### config.mk
export PLATFORM = sky130hd
export DESIGN_NAME = vga_timing
export DESIGN_NICKNAME = d
export VERILOG_FILES = /design/src/rtl/vga_timing.sv
export SDC_FILE = /design/constraint.sdc
export NUM_CORES = 1
export LEC_CHECK = 0
export CORE_MARGIN = 2
export CORE_UTILIZATION = 35
export CTS_BUF_LIST = sky130_fd_sc_hd__clkbuf_8
export CTS_CLUSTER_SIZE = 24
export DETAILED_ROUTE_END_ITERATION = 7
export GPL_TIMING_DRIVEN = 0
export PLACE_DENSITY = 0.56
export SLEW_MARGIN = 20
export SYNTH_ARGS = -nofsm -noshare
export SYNTH_HDL_FRONTEND = slang
export SYNTH_SLANG_ARGS = --single-unit
### constraint.sdc
create_clock -name clk -period 2.8 [get_ports clk]
set_input_delay 0.56 -clock clk [delete_from_list [all_inputs] [get_ports clk]]
set_output_delay 0.56 -clock clk [all_outputs]
set_load 0.05 [all_outputs]
### src/rtl/vga_timing.sv
// 640x480@60 VGA timing generator; all outputs registered and updated on pix_en edges.
// Optional frame-derived game_tick enabled by defining VGA_GAME_TICK_EN.
module vga_timing #(
    parameter int H_VISIBLE       = 640,
    parameter int H_FP            = 16,
    parameter int H_SYNC          = 96,
    parameter int H_BP            = 48,
    parameter int V_VISIBLE       = 480,
    parameter int V_FP            = 10,
    parameter int V_SYNC          = 2,
    parameter int V_BP            = 33,
    parameter int FRAMES_PER_TICK = 6
) (
    input  logic       clk,
    input  logic       rst,
    input  logic       pix_en,
    output logic       hsync,
    output logic       vsync,
    output logic       video_on,
    output logic [9:0] x,
    output logic [9:0] y,
    output logic       line_start,
    output logic       frame_start,
    output logic       game_tick
);

    localparam int H_TOTAL = H_VISIBLE + H_FP + H_SYNC + H_BP;
    localparam int V_TOTAL = V_VISIBLE + V_FP + V_SYNC + V_BP;

    localparam logic [9:0] H_LAST     = 10'(H_TOTAL - 1);
    localparam logic [9:0] V_LAST     = 10'(V_TOTAL - 1);
    localparam logic [9:0] H_VIS_END  = 10'(H_VISIBLE);
    localparam logic [9:0] V_VIS_END  = 10'(V_VISIBLE);
    localparam logic [9:0] HS_START   = 10'(H_VISIBLE + H_FP);
    localparam logic [9:0] HS_END     = 10'(H_VISIBLE + H_FP + H_SYNC);
    localparam logic [9:0] VS_START   = 10'(V_VISIBLE + V_FP);
    localparam logic [9:0] VS_END     = 10'(V_VISIBLE + V_FP + V_SYNC);

    if (H_TOTAL > 1024 || V_TOTAL > 1024 || FRAMES_PER_TICK < 1) begin : g_bad_cfg
        $error("vga_timing: totals must be <= 1024 and FRAMES_PER_TICK >= 1");
    end

    logic       h_wrap;
    logic       v_wrap;
    logic [9:0] hc_nxt;
    logic [9:0] vc_nxt;

    // x/y are the counters themselves; decodes look at the next values so
    // sync and blank land on the same edge as the coordinates.
    always_comb begin
        h_wrap = (x == H_LAST);
        v_wrap = h_wrap && (y == V_LAST);
        hc_nxt = h_wrap ? 10'd0 : x + 10'd1;
        if (v_wrap)
            vc_nxt = 10'd0;
        else if (h_wrap)
            vc_nxt = y + 10'd1;
        else
            vc_nxt = y;
    end

    always_ff @(posedge clk) begin
        if (rst) begin
            x           <= 10'd0;
            y           <= 10'd0;
            hsync       <= 1'b1;
            vsync       <= 1'b1;
            video_on    <= 1'b1;
            line_start  <= 1'b0;
            frame_start <= 1'b0;
        end else begin
            line_start  <= 1'b0;
            frame_start <= 1'b0;
            if (pix_en) begin
                x           <= hc_nxt;
                y           <= vc_nxt;
                hsync       <= !((hc_nxt >= HS_START) && (hc_nxt < HS_END));
                vsync       <= !((vc_nxt >= VS_START) && (vc_nxt < VS_END));
                video_on    <= (hc_nxt < H_VIS_END) && (vc_nxt < V_VIS_END);
                line_start  <= h_wrap;
                frame_start <= v_wrap;
            end
        end
    end

`ifdef VGA_GAME_TICK_EN
    localparam int FC_W = (FRAMES_PER_TICK > 1) ? $clog2(FRAMES_PER_TICK) : 1;
    localparam logic [FC_W-1:0] FC_LAST = FC_W'(FRAMES_PER_TICK - 1);

    logic [FC_W-1:0] fc;

    always_ff @(posedge clk) begin
        if (rst) begin
            fc        <= '0;
            game_tick <= 1'b0;
        end else begin
            game_tick <= 1'b0;
            if (pix_en && v_wrap) begin
                fc        <= (fc == FC_LAST) ? '0 : fc + 1'b1;
                game_tick <= (fc == FC_LAST);
            end
        end
    end
`else
    assign game_tick = 1'b0;
`endif

endmodule

### Word level (Yosys, flattened, before mapping)

Index checks and enable logic that the tools add are counted.

| storage, ports and cells | value |
|---|---|
| word-level logic and storage cells | 28 |
| input port bits | 3 |
| latch bits | 0 |
| ROM bits | 0 |
| bits in writable memories | 0 |
| output and inout bits | 26 |
| bits in registers | 25 |
| memories kept | 0 |

| cells by class | value |
|---|---|
| reductions and logical operators | 7 |
| eq/ne operators | 2 |
| bitwise gates (word level) | 1 |
| mux-type cells | 3 |
| $add $sub $neg | 2 |
| shifts and indexed selects | 0 |
| multipliers | 0 |
| div/mod/pow operators | 0 |
| magnitude comparators | 6 |

Operator list:

| cell | number |
|---|---|
| $mux 10 | 3 |
| $add 10x1->10 const B | 2 |
| $eq 10x10->1 const B | 2 |
| $lt 10x10->1 const B | 2 |
| $lt 10x9->1 const B | 2 |
| $ge 10x10->1 const B | 1 |
| $ge 10x9->1 const B | 1 |
| $logic_and 1x1->1 | 4 |
| $logic_not 1->1 | 2 |
| $reduce_or 2->1 | 1 |
| $not 1->1 | 1 |

### Logic depth before layout (Yosys ltp)

Gate-level depths: netlist of the first run.

| depth | value |
|---|---|
| depth in word-level cells | 6 |
| mapped depth | 9 |
| gate-level depth less buffers | 8 |

### Worst setup path before layout of the first run

Ideal clock, no wire load.

| timing | value |
|---|---|
| path type | register to register |
| from | register x[0] |
| to | register y[3] |
| required time | 2.729 ns |
| stages on the path, launching flop included | 8 |
| path slack | 0.200 ns |
| data arrival time | 2.530 ns |
| clock period less this slack | 2.600 ns |
| path buffers | 1 |
| setup time | 0.071 ns |
| cells stage by stage | dfxtp_1 -> ha_1 -> and4_1 -> and3_1 -> buf_2 -> nand2_1 -> or4b_2 -> a21oi_1 |

| on the way | value |
|---|---|
| word-level cells in the longest chain between the ends | 3 |
| elaborated cells between the ends (all ways) | 4 |
| classes of those cells | eq/ne (1); mux (2); reduce/logical (1) |

RTL lines:

| element | RTL line | text |
|---|---|---|
| from (decl) | 20 | `output logic [9:0] x,` |
| from (signal assigned) | 75 | `x <= hc_nxt;` |
| $eq 10x10->1 (*) | 51 | `h_wrap = (x == H_LAST);` |
| $mux 10 or $logic_and 1x1->1 (tied branches) | 56, 52 |  |
| $mux 10 (*) | 54 | `if (v_wrap)` |
| to (signal assigned) | 76 | `y <= vc_nxt;` |
| to (decl) | 21 | `output logic [9:0] y,` |

Mark *: on every way between the ends. The rest lies on a longest branch, timed or not.
A chain may end at the register's enable or synchronous reset.

### Final worst setup path of the first run

Same ends and word-level chain as after synthesis.

==> metrics.txt, run 1 <==
Initial Utilization=between 30% and 40%; drc violations=0; max-slew violations=0; largest net degree at the start of global routing=16; status=completed; initial antenna violation count=0; crit-path max FO=10; slowest CP cell=or4b_2; Yosys warning total=0; utilization after layout=between 40% and 50%; area leader, netlist=dfxtp_1; P_sw=0.000190 W; Post-CTS Setup Bufs=0; CTS tree=done; post_cts resized=0; final setup fails=0; Die Ht=~70 microns; power density over the cells=356 nW/um^2; Yosys reg bits=25; CP peak stage delay=0.70 ns; Crit path required time=approximately 3.0 ns; ANT cells=0; Ports=29; WP data arrival=between 2 and 3 ns; RSZ-0062 raised after global routing=false; Top delay family on crit path=simple AND/OR/NAND/NOR gates; maxcap violations=0; P_int=slightly below 0.0005 W; final critical-path required period=between 2 and 3 ns; WL per Instance=13.7 microns; hold violation total from the final report=0; FFs w/ async S/R, synth=0%; Netlist cell types=43; Clock Latency Late Sink=approximately 0.28 ns; Logic pwr share=about 10%; total number of vias=1495; skew final=~0.0077 ns; Rel. slew slack=59.7%; gr ovfl total=0; CTS clk-pin slew, worst paths=around 0.11 ns; part of the power in the clock network=around a third; Max Freq=roughly 380 MHz; # H-tree levels=1; Layout area overhead=24.5%; Core Area=slightly above 4000 sq um; switch share=around 28%; CTS buffer count=3; commonest non-fill, non-tap cell in the layout=nor2_1; final wirelength=3850 microns; crit path kind=register to register; share of cells above drive strength 1=a little under 7%; number of cell rows=23; prevailing post-synth register cell=dfxtp_1; die area=4880 sq um; Leak=~0.63 nW; EDFF count, synth=0; starting DRC count in detailed routing=roughly 60; Avg Cell Area, Syn=around 7.6 sq um; Post-Syn Instances=roughly 200; DRT Pass-1 Iters=4; synthesized cell area=approximately 1500 sq um; Tcrit/Tclk final=~93%; CP endpoint kind=register; DRT antenna net count=0; DIE WIDTH=69.9 microns; DP HPWL=~2800 microns; HP Class=register to register; top cell type's share of synthesized area=between 30% and 40%; Flop pwr share=between 50 and 60%; largest buffer count on any clock path=2; GPL Wtd Cong=0.825; global-route wire length before repair=approximately 6600 microns; register area share after synthesis=between 30% and 40%; synth top area cells=dfxtp_1 (33%), nor2_1 (7.4%), a21oi_1 (4.9%), xor2_1 (4.0%), nand2_1 (4.0%); vias per inst=5.32; Final Net Count=~240; vias in the first global route=between 1k and 1.5k; FILL cells=440; all-layer global routing usage=16.6%; PortBufs=26; slew of the pin with the lowest slew margin=about 0.60 ns; commonest cells after routing, fill and taps aside=nor2_1 (30), clkdlybuf4s50_1 (26), dfxtp_1 (25); peak supply drop=~0.00016 V; buffers plus inverters on the worst setup path=1; ordered cell list for the critical path=ha_1 > and4_1 > and3_1 > buf_2 > nand2_1 > or4b_2 > a21oi_1; CTS Root Cell=clkbuf_8; cts hold-fix bufs=0; startpoint types=register; clk sinks=25; setup_tns=0 ns; syn nets=around 210
==> synthesized netlist by cell type, drive strengths merged (4+ instances only) <==
library cell	n
buf	6
nand2	16
mux2i	4
nand3	9
o21ai	12
xor2	7
a31oi	8
clkbuf	6
dfxtp	25
inv	6
ha	4
a21oi	16
and3	7
nor3	11
nor2	30
nand4	8
==> cell families (layout without fill, tap and decap cells) <==
kind of cell	count (synthesis)	after routing	share of synthesized area [%]
AND/OR/NAND/NOR	97	97	32.8
AO/OA/AOI/OAI	43	43	17.2
flip-flops	25	25	33.0
buffers and inverters	18	48	5.61
XOR/XNOR	9	9	5.19
adder cells (fa/ha/maj)	4	4	3.30
multiplexers	4	4	2.64
other	1	1	0.247
==> cell type report <==
class                      instances  area (sq um)  share of cell area, %
clock buffer                       3          41.3                   2.19
buffer                            12          62.6                   3.31
multi-input combinational        158           932                   49.3
inverter                           6          22.5                   1.19
timing repair buffer              26           260                   13.8
tap                               50          62.6                   3.31
sequential                        25           500                   26.5
clock inverter                     1          7.51                  0.397
==> flip-flops by register name, indices dropped and copies added (netlist names) <==
| signal | cells |
|---|---|
| line_start | 1 |
| hsync | 1 |
| vsync | 1 |
| frame_start | 1 |
| y | 10 |
| video_on | 1 |
| x | 10 |
==> per-layer routing <==
metal,track usage (%),vias to the layer above,wire length (microns)
li1,-,777,-
met1,26.1,699,2090
met2,23.6,17,1650
met3,2.16,2,77
met4,4.49,0,34
met5,0,-,0
==> power groups by stage <==
| stage | logic, W | registers (W) | clock network (W) |
|---|---|---|---|
| final | 0.0000671 | 0.000369 | 0.000237 |
| after global routing | 0.0000724 | 0.000371 | 0.000260 |
| after CTS | 0.0000674 | 0.000369 | 0.000238 |
| after detailed placement | 0.0000671 | 0.000377 | 0 |
| after global placement | 0.0000674 | 0.000377 | 0 |
| after floorplan | 0.0000301 | 0.000393 | 0 |
==> metrics by stage <==
step	instance area [sq um]	setup WS [ns]	total power [W]	hold slack, ns	instances
2_1_floorplan	1520	0.200	0.000423	0.717	201
4_1_cts	1890	0.174	0.000674	0.537	281
3_3_place_gp	1840	0.0982	0.000444	0.506	277
3_5_place_dp	1840	0.0889	0.000444	0.520	277
5_1_grt	1890	0.0139	0.000703	0.581	281
6_report	1890	0.196	0.000673	0.528	281
==> final timing paths <==
check | from | cells past startpoint | endpoint | slack [ns]
hold / removal | x[9]$_SDFFE_PP0P_ | 2 | x[9]$_SDFFE_PP0P_ | 0.53
hold reg to reg | x[9]$_SDFFE_PP0P_ | 2 | x[9]$_SDFFE_PP0P_ | 0.53
setup / recovery | x[0]$_SDFFE_PP0P_ | 7 | y[3]$_SDFFE_PP0P_ | 0.20
setup reg to reg | x[0]$_SDFFE_PP0P_ | 7 | y[3]$_SDFFE_PP0P_ | 0.20
==> worst min-delay path, cell delays in order, from the launching register on <==
cell     delay (ns)
dfxtp_1        0.35
o21ai_0        0.08
a21oi_1        0.06
No activity file was read; power rests on OpenSTA's default activity.
==> inputs of run 2 (changes only) <==
--- a/config.mk
+++ b/config.mk
@@ -10,6 +10,7 @@
 export CTS_BUF_LIST = sky130_fd_sc_hd__clkbuf_8
 export CTS_CLUSTER_SIZE = 24
 export DETAILED_ROUTE_END_ITERATION = 7
+export GPL_ROUTABILITY_DRIVEN = 1
 export GPL_TIMING_DRIVEN = 0
 export PLACE_DENSITY = 0.56
 export SLEW_MARGIN = 20
==> results of run 2 <==
Same layout as run 1: the final DEF is identical, and so are final timing and power.
==> inputs of run 3 (changes only) <==
--- a/config.mk
+++ b/config.mk
@@ -11,7 +11,6 @@
 export CTS_CLUSTER_SIZE = 24
 export DETAILED_ROUTE_END_ITERATION = 7
 export GPL_ROUTABILITY_DRIVEN = 1
-export GPL_TIMING_DRIVEN = 0
 export PLACE_DENSITY = 0.56
 export SLEW_MARGIN = 20
 export SYNTH_ARGS = -nofsm -noshare
==> metrics.txt, run 3 (synthesis gave the netlist of run 1 again) <==
# H-tree levels=1; PortBufs=27; crit-path max FO=9; Rel. slew slack=roughly two thirds; all-layer global routing usage=about 16%; vias per inst=about 5.5; total number of vias=1523; global-route wire length before repair=around 6600 microns; Post-CTS Setup Bufs=0; max-slew violations=0; Crit path required time=~3 ns; pre-CTS WS=about 0.46 ns; gr ovfl total=0; final setup fails=0; final wirelength=3850 microns; cts hold-fix bufs=0; WP data arrival=approximately 2.6 ns; initial antenna violation count=0; largest net degree at the start of global routing=19; status=completed; Max Freq=419 MHz; Logic pwr share=10.2%; Initial Utilization=37.1%; number of cell rows=23; GPL Wtd Cong=approximately 0.83; Clock Latency Late Sink=~0.27 ns; final worst slack=0.414 ns; CTS buffer count=3; commonest cells after routing, fill and taps aside=nor2_1 (30), clkdlybuf4s50_1 (27), dfxtp_1 (25); vias in the first global route=approximately 1.4k; Leak=around 0.63 nW; CTS tree=done; CP endpoint kind=register; final critical-path required period=about 2.4 ns; maxcap violations=0; commonest non-fill, non-tap cell in the layout=nor2_1; FILL cells=about 400; CTS clk-pin slew, worst paths=approximately 0.090 ns; Flop pwr share=56.8%; Largest regs=x x10, y x10; slew of the pin with the lowest slew margin=roughly 0.5 ns; FF-to-FF path depth=6; die area=between 4000 and 5000 sq um; Die Ht=69.9 microns; starting DRC count in detailed routing=between 100 and 150; setup_tns=0 ns; total power=about 0.00065 W; CTS Root Cell=clkbuf_8; switch share=approximately 26%; post_cts resized=0; DIE WIDTH=between 60 and 70 microns; drc violations=0; startpoint types=register; hold violation total from the final report=0; part of the power in the clock network=around a third; DP HPWL=roughly 2800 microns; DRT Pass-1 Iters=4; clk sinks=25; Tcrit/Tclk final=85.2%; RSZ-0062 raised after global routing=false; Final Net Count=about 230; HP Class=register to register; peak supply drop=around 0.0002 V; Ports=29; final instance area=1870 sq um; ANT cells=0; crit path kind=register to register; DRT antenna net count=0; power density over the cells=~350 nW/um^2; Layout area overhead=23.2%; P_sw=~0.00017 W; P_int=0.000480 W; WL per Instance=between 10 and 15 microns; Core Area=4090 sq um; worst hold margin=~0.50 ns; share of cells above drive strength 1=between 6 and 7%; largest buffer count on any clock path=2; skew final=roughly 0.0056 ns; DP Area=1830 sq um; hold depth=2
run 3: cell types whose count changed in the layout (fill, tap and decap cells not counted):
cell / previous run / this run
clkdlybuf4s50_1: 26 / 27
buf_6: 1 / 0
clkinvlp_4: 1 / 0
clkbuf_1: 6 / 0
buf_4: 2 / 5
buf_1: 1 / 0
inv_1: 6 / 7
buf_2: 2 / 0
run 3: metal layers:
metal / track usage [%] / wire length (microns) / vias to the layer above
met3: 2.45 / 116 / 2
met4: 3.85 / 30 / 0
met2: 25.2 / 1780 / 32
met5: 0 / 0 / -
met1: 23.2 / 1930 / 723
li1: - / - / 766
run 3: worst paths after layout:
kind / start / to / slack, ns
min: x[9]$_SDFFE_PP0P_ / x[9]$_SDFFE_PP0P_ / 0.50
max: x[0]$_SDFFE_PP0P_ / y[3]$_SDFFE_PP0P_ / 0.41
max reg2reg: x[0]$_SDFFE_PP0P_ / y[3]$_SDFFE_PP0P_ / 0.41
min reg2reg: x[9]$_SDFFE_PP0P_ / x[9]$_SDFFE_PP0P_ / 0.50
run 3: area by class of cell:
cell class	instances	area (sq um)	area share [%]
Multi-Input combinational cell	158	932	49.8
Sequential cell	25	500	26.8
Timing Repair Buffer	32	308	16.5
Tap cell	50	62.6	3.34
Clock buffer	3	41.3	2.21
Inverter	6	22.5	1.20
Clock inverter	1	3.75	0.201
run 3: critical path, cell delays in order (launching register included):
cell and delay (ns):
dfxtp_1 0.49, ha_1 0.30, and4_1 0.29, and3_1 0.34, nand2_1 0.12, or4b_2 0.64, a21oi_1 0.15
run 3: per-stage QoR:
stage / util (%) / std cells
final: 45.8 / 275
after detailed placement: 44.7 / 271
after floorplan: - / 201
after CTS: 45.8 / 275
after global routing: 45.8 / 275
after global placement: 44.7 / 271
run 3: power by group through the flow:
| stage | Combinational (W) | Sequential [W] | Clock [W] |
|---|---|---|---|
| CTS | 0.0000665 | 0.000369 | 0.000222 |
| floorplan | 0.0000301 | 0.000393 | 0 |
| global route | 0.0000718 | 0.000370 | 0.000236 |
| finish | 0.0000663 | 0.000369 | 0.000214 |
| global placement | 0.0000663 | 0.000376 | 0 |
| detailed placement | 0.0000664 | 0.000377 | 0 |
